### src/rtl/mem_arbiter.sv
// Two-requester arbiter in front of a single 32-bit data memory / peripheral bus.
// Round-robin by default; define ARB_FIXED_PRIO_EN to make requester 0 always win ties.
module mem_arbiter (
  input  logic        clk,
  input  logic        reset,
  input  logic        m0_req,
  input  logic        m0_write,
  input  logic [31:0] m0_addr,
  input  logic [31:0] m0_wdata,
  output logic [31:0] m0_rdata,
  output logic        m0_done,
  output logic        m0_err,
  input  logic        m1_req,
  input  logic        m1_write,
  input  logic [31:0] m1_addr,
  input  logic [31:0] m1_wdata,
  output logic [31:0] m1_rdata,
  output logic        m1_done,
  output logic        m1_err,
  output logic        mem_read,
  output logic        mem_write,
  output logic [31:0] mem_addr,
  output logic [31:0] mem_wdata,
  input  logic [31:0] mem_rdata,
  input  logic        mem_read_acc,
  input  logic        mem_write_acc
);

  typedef enum logic [2:0] {StIdle, StRd, StWr, StWack, StDone} state_e;

  state_e      state_q, state_d;
  logic        id_q, id_d;
  logic        write_q, write_d;
  logic [31:0] addr_q, addr_d;
  logic [31:0] wdata_q, wdata_d;
  logic        err_q, err_d;
  logic [31:0] rdata0_q, rdata0_d;
  logic [31:0] rdata1_q, rdata1_d;
  logic        grant_id;
  logic        sel_write;

`ifdef ARB_FIXED_PRIO_EN
  assign grant_id = ~m0_req;
`else
  // Pointer names the requester granted last; the other one wins a tie.
  logic last_q, last_d;
  assign grant_id = (m0_req && m1_req) ? ~last_q : m1_req;
`endif

  assign sel_write = grant_id ? m1_write : m0_write;

  always_comb begin
    state_d  = state_q;
    id_d     = id_q;
    write_d  = write_q;
    addr_d   = addr_q;
    wdata_d  = wdata_q;
    err_d    = err_q;
    rdata0_d = rdata0_q;
    rdata1_d = rdata1_q;
`ifndef ARB_FIXED_PRIO_EN
    last_d   = last_q;
`endif
    unique case (state_q)
      StIdle: begin
        if (m0_req || m1_req) begin
          id_d    = grant_id;
          write_d = sel_write;
          addr_d  = grant_id ? m1_addr : m0_addr;
          wdata_d = grant_id ? m1_wdata : m0_wdata;
          err_d   = 1'b0;
          state_d = sel_write ? StWr : StRd;
`ifndef ARB_FIXED_PRIO_EN
          last_d  = grant_id;
`endif
        end
      end
      StRd: begin
        err_d = ~mem_read_acc;
        if (id_q) begin
          rdata1_d = mem_rdata;
        end else begin
          rdata0_d = mem_rdata;
        end
        state_d = StDone;
      end
      StWr:    state_d = StWack;
      StWack: begin
        err_d   = ~mem_write_acc;
        state_d = StDone;
      end
      StDone:  state_d = StIdle;
      default: state_d = StIdle;
    endcase
  end

  always_ff @(posedge clk or negedge reset) begin
    if (!reset) begin
      state_q  <= StIdle;
      id_q     <= 1'b0;
      write_q  <= 1'b0;
      addr_q   <= '0;
      wdata_q  <= '0;
      err_q    <= 1'b0;
      rdata0_q <= '0;
      rdata1_q <= '0;
`ifndef ARB_FIXED_PRIO_EN
      last_q   <= 1'b1;
`endif
    end else begin
      state_q  <= state_d;
      id_q     <= id_d;
      write_q  <= write_d;
      addr_q   <= addr_d;
      wdata_q  <= wdata_d;
      err_q    <= err_d;
      rdata0_q <= rdata0_d;
      rdata1_q <= rdata1_d;
`ifndef ARB_FIXED_PRIO_EN
      last_q   <= last_d;
`endif
    end
  end

  // Outputs decode straight from the state register so an async reset clears them at once.
  always_comb begin
    mem_read  = (state_q == StRd);
    mem_write = (state_q == StWr);
    mem_addr  = (mem_read || mem_write) ? addr_q : 32'h0;
    mem_wdata = (mem_read || mem_write) ? wdata_q : 32'h0;
    m0_done   = (state_q == StDone) && !id_q;
    m1_done   = (state_q == StDone) && id_q;
    m0_err    = m0_done && err_q;
    m1_err    = m1_done && err_q;
    m0_rdata  = rdata0_q;
    m1_rdata  = rdata1_q;
  end

  // Direction is latched for completeness of the transaction record.
  logic unused_write;
  assign unused_write = write_q;

endmodule
### config.mk
export PLATFORM = sky130hd
export DESIGN_NAME = mem_arbiter
export DESIGN_NICKNAME = d
export VERILOG_FILES = /design/src/rtl/mem_arbiter.sv
export SDC_FILE = /design/constraint.sdc
export NUM_CORES = 1
export LEC_CHECK = 0
export BUFFER_PORTS_ARGS = -buffer_cell sky130_fd_sc_hd__buf_2
export CORE_AREA = 2 2 128 130
export DETAILED_ROUTE_END_ITERATION = 10
export DIE_AREA = 0 0 130 132
export PLACE_DENSITY = 0.8
export SETUP_SLACK_MARGIN = 0.05
export SYNTH_ARGS = -nofsm -noshare
export SYNTH_HDL_FRONTEND = slang
export SYNTH_SLANG_ARGS = --single-unit
### constraint.sdc
create_clock -name clk -period 1.6 [get_ports clk]
set_input_delay 0.24 -clock clk [delete_from_list [all_inputs] [get_ports clk]]
set_output_delay 0.24 -clock clk [all_outputs]
set_load 0.01 [all_outputs]
---- Yosys cells after proc, flatten, opt, wreduce, memory -nomap -nowiden ----
Index checks and enable logic that the tools add are counted.
word-level totals
  bits in registers ....................... 134
  input port bits ......................... 168
  logic and storage cells ................. 43
operators by class
  reductions and logical operators ........ 15
  bitwise operators ....................... 4
  eq/ne operators ......................... 5
  multiplexer cells ....................... 11
operators by type and width
  cell                number
  $mux 32             4
  $pmux 3 s3          1
  $reduce_and 2->1    4
  $eq 3x2->1 const B  2
  $logic_and 1x1->1   5
  $not 1->1           4
  $eq 3x1->1 const B  1
  $eq 3x3->1 const B  1
  $logic_not 3->1     1
  $mux 1              3
  $mux 3              1
  $pmux 1 s3          1
  $reduce_bool 3->1   1
  $logic_or 1x1->1    2
  $mux 2              1
  $ne 2x2->1 const B  1
  $reduce_or 2->1     1
  $logic_not 1->1     1

---- Logic depth before layout (Yosys ltp) ----
  depth in word-level cells ............... 6
  mapped depth ............................ 6
  depth with buffers taken out ............ 3

---- Least setup slack after synthesis ----
Ideal clock, no wire load.
  path kind ............................... reg-to-reg
  from .................................... register state_q[1]
  to ...................................... register wdata_q[20]
  arrival time ............................ 1,475 ps
  library setup time ...................... 125 ps
  path slack .............................. 0 ps
  cell stages (with the launch flop) ...... 7
  buffers on the path ..................... 3
  clock period less this slack ............ 1,600 ps
  cell sequence ........................... dfrtp_1 -> buf_4 -> nor3_4 -> o21a_4 -> buf_8 -> buf_8 -> mux2_4
on the way
  longest elaborated chain between the ends .. 2
RTL lines
  item                        line  source
  start: declaration          31    state_e state_q, state_d;
  start signal: assignment    99    state_q <= StIdle;
  start signal: assignment    111   state_q <= state_d;
  $logic_not 3->1             64    unique case (state_q)
  $reduce_and 2->1 (no line)  -
  end signal: assignment      115   wdata_q <= wdata_d;
  end: declaration            35    logic [31:0] wdata_q, wdata_d;
Every way passes these cells.
A chain may end at the register's enable or synchronous reset.

---- Final worst setup path ----
  from .................................... register state_q[0]
  to ...................................... output port mem_wdata[6]
on the way
  longest elaborated chain between the ends .. 3
RTL lines
  item                                             line      source
  $eq 3x1->1 / $eq 3x2->1 (equally long branches)  127, 128
  $logic_or 1x1->1 *                               130       mem_wdata = (mem_read || mem_write) ? wdata_q : 32'h0;
  $mux 32 *                                        130
  end: declaration                                 23        output logic [31:0] mem_wdata,
Mark *: on every way between the ends. The rest lies on a longest branch, timed or not.

==> results.txt <==
The setup TNS is -44560 ps. The post-route antenna net violation count is 0. The average size of a mapped cell came out at 14.9 µm².

STA classifies the critical path startpoint as a register. The worst register-to-register path ends at m0_rdata[25]. The die boundary height came out at 132 µm.

The startpoint identified for the worst register-to-register timing path is state_q[0]. The global-route wire length before repair is 29800 µm. Cells with a size suffix above 1 make up between 70% and 80% of the layout. In the finished design, the share of the clock period the worst path needs comes to 125%. The number of standard cells in the final layout excluding fillers came out at 1061.

The placed cell area is 0.00864 mm². After detailed routing, the average wire length per cell comes to 19.5 µm. The number of sinks handled by clock tree synthesis came out at 134. The clock tree skew after final layout came out at between 6 and 7 ps. By area the synthesized netlist is led by sky130_fd_sc_hd__dfrtp_1, sky130_fd_sc_hd__mux2_2, sky130_fd_sc_hd__mux2_4. The layout-stage area growth over the synthesis result is 62.2%. The H-tree was split into 4 levels. After detailed routing, the number of remaining DRC violations is 0. Pin placement for this block handled 302 I/O pins.

The portion of synthesized cell area occupied by the leading cell type came out at approximately 50%. By startpoint and endpoint, the worst setup path is classified as reg -> out. The depth of the worst hold-timing path came out at 2. The endpoint with the worst hold slack is m0_rdata[27]. The initial antenna violation count came out at 2. The post-synthesis instance total is 447. For this design the static power due to leakage is 5.49 nW. The detailed router placed 5185 vias in this run. The relative max-transition margin came out at around 66%. The CTS buffer count came out at 17. The total setup violations reported at the end of the flow came out at just under 200. The required time at the endpoint of the critical path came out at 1360 ps. In this run the power density over the cells is approximately 2200 mW/mm². The register area is ~0.0034 mm². The overflow left after global routing is 0. Once routing completed, OpenROAD measured the worst setup slack at -399 ps.

Measured along the x axis, the die boundary spans 130 µm. The number of DRC markers after the initial detailed-route iteration is about 230. Entering global routing, the biggest net connects 50 pins. The die covers 0.0172 mm².

At the worst endpoint, the arrival time is 1760 ps. The worst setup slack for register-to-register paths is -250 ps. The post-route cell area is 0.0108 mm². The largest vdd supply drop is 0.00111 V.

The root cell of the clock tree is sky130_fd_sc_hd__clkbuf_16. The number of detailed-route iterations in the first pass is 4. The worst-skew pair later-pin latency came out at 410 ps. The flip-flop cell with the highest count after synthesis is sky130_fd_sc_hd__dfrtp_1. For this run, the total global-route usage over all layers was measured as a little under a quarter. The number of instances in the placed design came out at 978. The floorplan has 46 rows. The worst register-to-register path has a depth of 8. The minimum clock period after layout is ~2000 ps.

Setup repair after global routing could not meet its margin everywhere. The CTS tree is done. The Yosys step of the flow raised 0 warnings.

The wire-length estimate of the detail-placed layout is between 10000 and 15000 µm. The number of slew-limit violations in the final report came out at 0. The total length of routed wires is 20700 µm.

The number of failing hold endpoints at the final stage is 0. The async set or reset register ratio after synthesis came out at 100%. Power comes to between 20 and 25 mW. The standard cell core area came out at 0.0157 mm². The run finished, with violations left. At the end of routability-driven placement, the weighted congestion stood at 0.823. The number of buffers on the longest clock path came out at 2. The number of flip-flops and latches in the synthesized netlist came out at ~130. The number of nets in the synthesized netlist came out at around 620. The tool flagged a number of max-cap violations equal to 0.

The slew at the pin closest to its max-slew limit is 512 ps. The initial core utilization is a little over two fifths. The number of input and output port buffers inserted came out at 301. The final reports fail on setup timing. The number of fillers in the final layout came out at 1040. The worst min-delay path class is in -> reg. The sequential-to-total area share from yosys stat came out at 50.2%. Along the worst path, the maximum fanout reaches 11.

The final layout net count came out at 999. The multi-input logic area came out at 0.00355 mm². STA classifies the critical path endpoint as a primary output. Using the TritonRoute via totals, the vias-per-cell ratio works out to 4.89.

The netlist area before placement came out at 0.00668 mm². Of all cell types, the one taking the most synthesized area is sky130_fd_sc_hd__dfrtp_1. Yosys mapped the design onto 26 distinct sky130hd cell types.

Yosys mapped a number of flops with a built-in enable equal to 0. The clock transition at the registers of the reported paths is 70 ps. The worst hold path begins at mem_rdata[27]. For this run, the top clock speed supported by timing is roughly 0.5 GHz.

The via count of the first global-routing pass came to between 5000 and 6000.
kinds of logic (layout without fill, tap and decap cells):
group | count (synthesis) | count (layout) | share of synthesized area [%]
and+or+nand+nor | 78 | 78 | 7.76
DFF | 134 | 134 | 50.2
AOI/OAI and AO/OA | 9 | 10 | 0.956
buffers and inverters | 30 | 426 | 4.22
xor gates and xnor gates | 1 | 1 | 0.131
muxes | 195 | 195 | 36.7
other | 0 | 1 | 0
cell usage after synthesis, types with 2 or more instances:
cell type                 instances
sky130_fd_sc_hd__dfrtp_1        133
sky130_fd_sc_hd__mux2_2         122
sky130_fd_sc_hd__mux2_4          68
sky130_fd_sc_hd__and2_1          66
sky130_fd_sc_hd__buf_6           10
sky130_fd_sc_hd__buf_2            9
sky130_fd_sc_hd__mux2_1           4
sky130_fd_sc_hd__o21ai_0          4
sky130_fd_sc_hd__buf_12           3
sky130_fd_sc_hd__buf_4            3
sky130_fd_sc_hd__inv_1            3
sky130_fd_sc_hd__nand2_1          3
sky130_fd_sc_hd__nor3_4           3
sky130_fd_sc_hd__buf_8            2
sky130_fd_sc_hd__nor2_1           2
sky130_fd_sc_hd__nor4b_1          2
area by class of cell:
class	instances	area share (%)
inverter	3	0.104
clock buffer	17	3.93
sequential	134	31.0
multi-input combinational	284	32.8
tap	216	2.50
timing repair buffer	391	28.3
antenna	1	0.0231
clock inverter	15	1.27
flip-flops by register name, indices dropped and copies added (netlist names):
| signal | flops |
|---|---|
| addr_q | 32 |
| id_q | 1 |
| err_q | 1 |
| m1_rdata | 32 |
| wdata_q | 32 |
| last_q | 1 |
| m0_rdata | 32 |
| state_q | 3 |
layout by cell type, fill, tap and decap left out:
cell / count
sky130_fd_sc_hd__a21boi_4: 1
sky130_fd_sc_hd__a21oi_1: 1
sky130_fd_sc_hd__a31oi_1: 1
sky130_fd_sc_hd__and2_1: 43
sky130_fd_sc_hd__and2_4: 23
sky130_fd_sc_hd__buf_12: 19
sky130_fd_sc_hd__buf_16: 9
sky130_fd_sc_hd__buf_2: 271
sky130_fd_sc_hd__buf_4: 24
sky130_fd_sc_hd__buf_6: 51
sky130_fd_sc_hd__buf_8: 9
sky130_fd_sc_hd__bufbuf_16: 1
sky130_fd_sc_hd__clkbuf_16: 23
sky130_fd_sc_hd__clkinv_4: 4
sky130_fd_sc_hd__clkinvlp_4: 3
sky130_fd_sc_hd__dfrtp_1: 130
sky130_fd_sc_hd__dfrtp_2: 3
sky130_fd_sc_hd__dfstp_2: 1
sky130_fd_sc_hd__diode_2: 1
sky130_fd_sc_hd__dlygate4sd3_1: 1
sky130_fd_sc_hd__inv_1: 2
sky130_fd_sc_hd__inv_2: 1
sky130_fd_sc_hd__inv_6: 4
sky130_fd_sc_hd__inv_8: 4
sky130_fd_sc_hd__mux2_2: 28
sky130_fd_sc_hd__mux2_4: 166
sky130_fd_sc_hd__mux2i_1: 1
sky130_fd_sc_hd__nand2_1: 2
sky130_fd_sc_hd__nand2_2: 1
sky130_fd_sc_hd__nand2b_4: 1
sky130_fd_sc_hd__nor2_2: 1
sky130_fd_sc_hd__nor2_4: 2
sky130_fd_sc_hd__nor3_4: 3
sky130_fd_sc_hd__nor4b_4: 2
sky130_fd_sc_hd__o21a_4: 2
sky130_fd_sc_hd__o21ai_0: 3
sky130_fd_sc_hd__o21ai_1: 1
sky130_fd_sc_hd__o22ai_1: 1
sky130_fd_sc_hd__xnor2_4: 1
worst max path at each step:
| stage | from | to | slack [ps] | cells after the start |
|---|---|---|---|---|
| after global routing | state_q[1] | m0_err | -470 | 6 |
| after global placement | state_q[1] | mem_addr[21] | -4 | 6 |
| final | state_q[0] | mem_wdata[6] | -400 | 6 |
| after CTS | state_q[1] | mem_addr[18] | -410 | 7 |
| after detailed placement | state_q[1] | mem_wdata[7] | -20 | 6 |
| after floorplan | state_q[0] | wdata_q[20] | 40 | 5 |
metrics by stage:
stage / hold slack (ps) / worst slack (ps) / util, %
2_1_floorplan: -55.6 / 37.3 / -
6_report: 70.4 / -399 / 68.9
5_1_grt: 56.9 / -472 / 68.9
4_1_cts: 47.5 / -415 / 65.0
3_3_place_gp: 226 / -4.16 / 55.0
3_5_place_dp: 235 / -18.0 / 55.0
per-layer routing:
layer,global-route usage (%),wire length [µm],vias up
met2,39.3,10500,225
met1,26.5,8390,2569
li1,-,-,2348
met5,0,13,-
met3,6.33,1220,41
met4,8.66,551,2
critical path: stages, from the launching register on:
cell,delay [ps]
sky130_fd_sc_hd__dfrtp_2,480
sky130_fd_sc_hd__xnor2_4,170
sky130_fd_sc_hd__nor2_4,120
sky130_fd_sc_hd__buf_6,140
sky130_fd_sc_hd__clkbuf_16,160
sky130_fd_sc_hd__and2_1,130
sky130_fd_sc_hd__buf_2,130
what timing repair did:
| action | CTS | global route |
|---|---|---|
| endpoints found under the setup margin | 136 | 199 |
| buffers inserted | 25 | 9 |
| hold endpoints to repair | 41 | 0 |
| hold buffers | 1 | 0 |
| resized for setup | 117 | 109 |
| gates cloned | 12 | 7 |
| pin swaps | 6 | 15 |
power breakdown:
part / internal (mW) / total (mW) / switching [mW]
clock network: 2.05 / 3.74 / 1.69
logic: 8.72 / 14.2 / 5.45
registers: 5.18 / 6.22 / 1.04
Power figures use the tool's default switching activity.
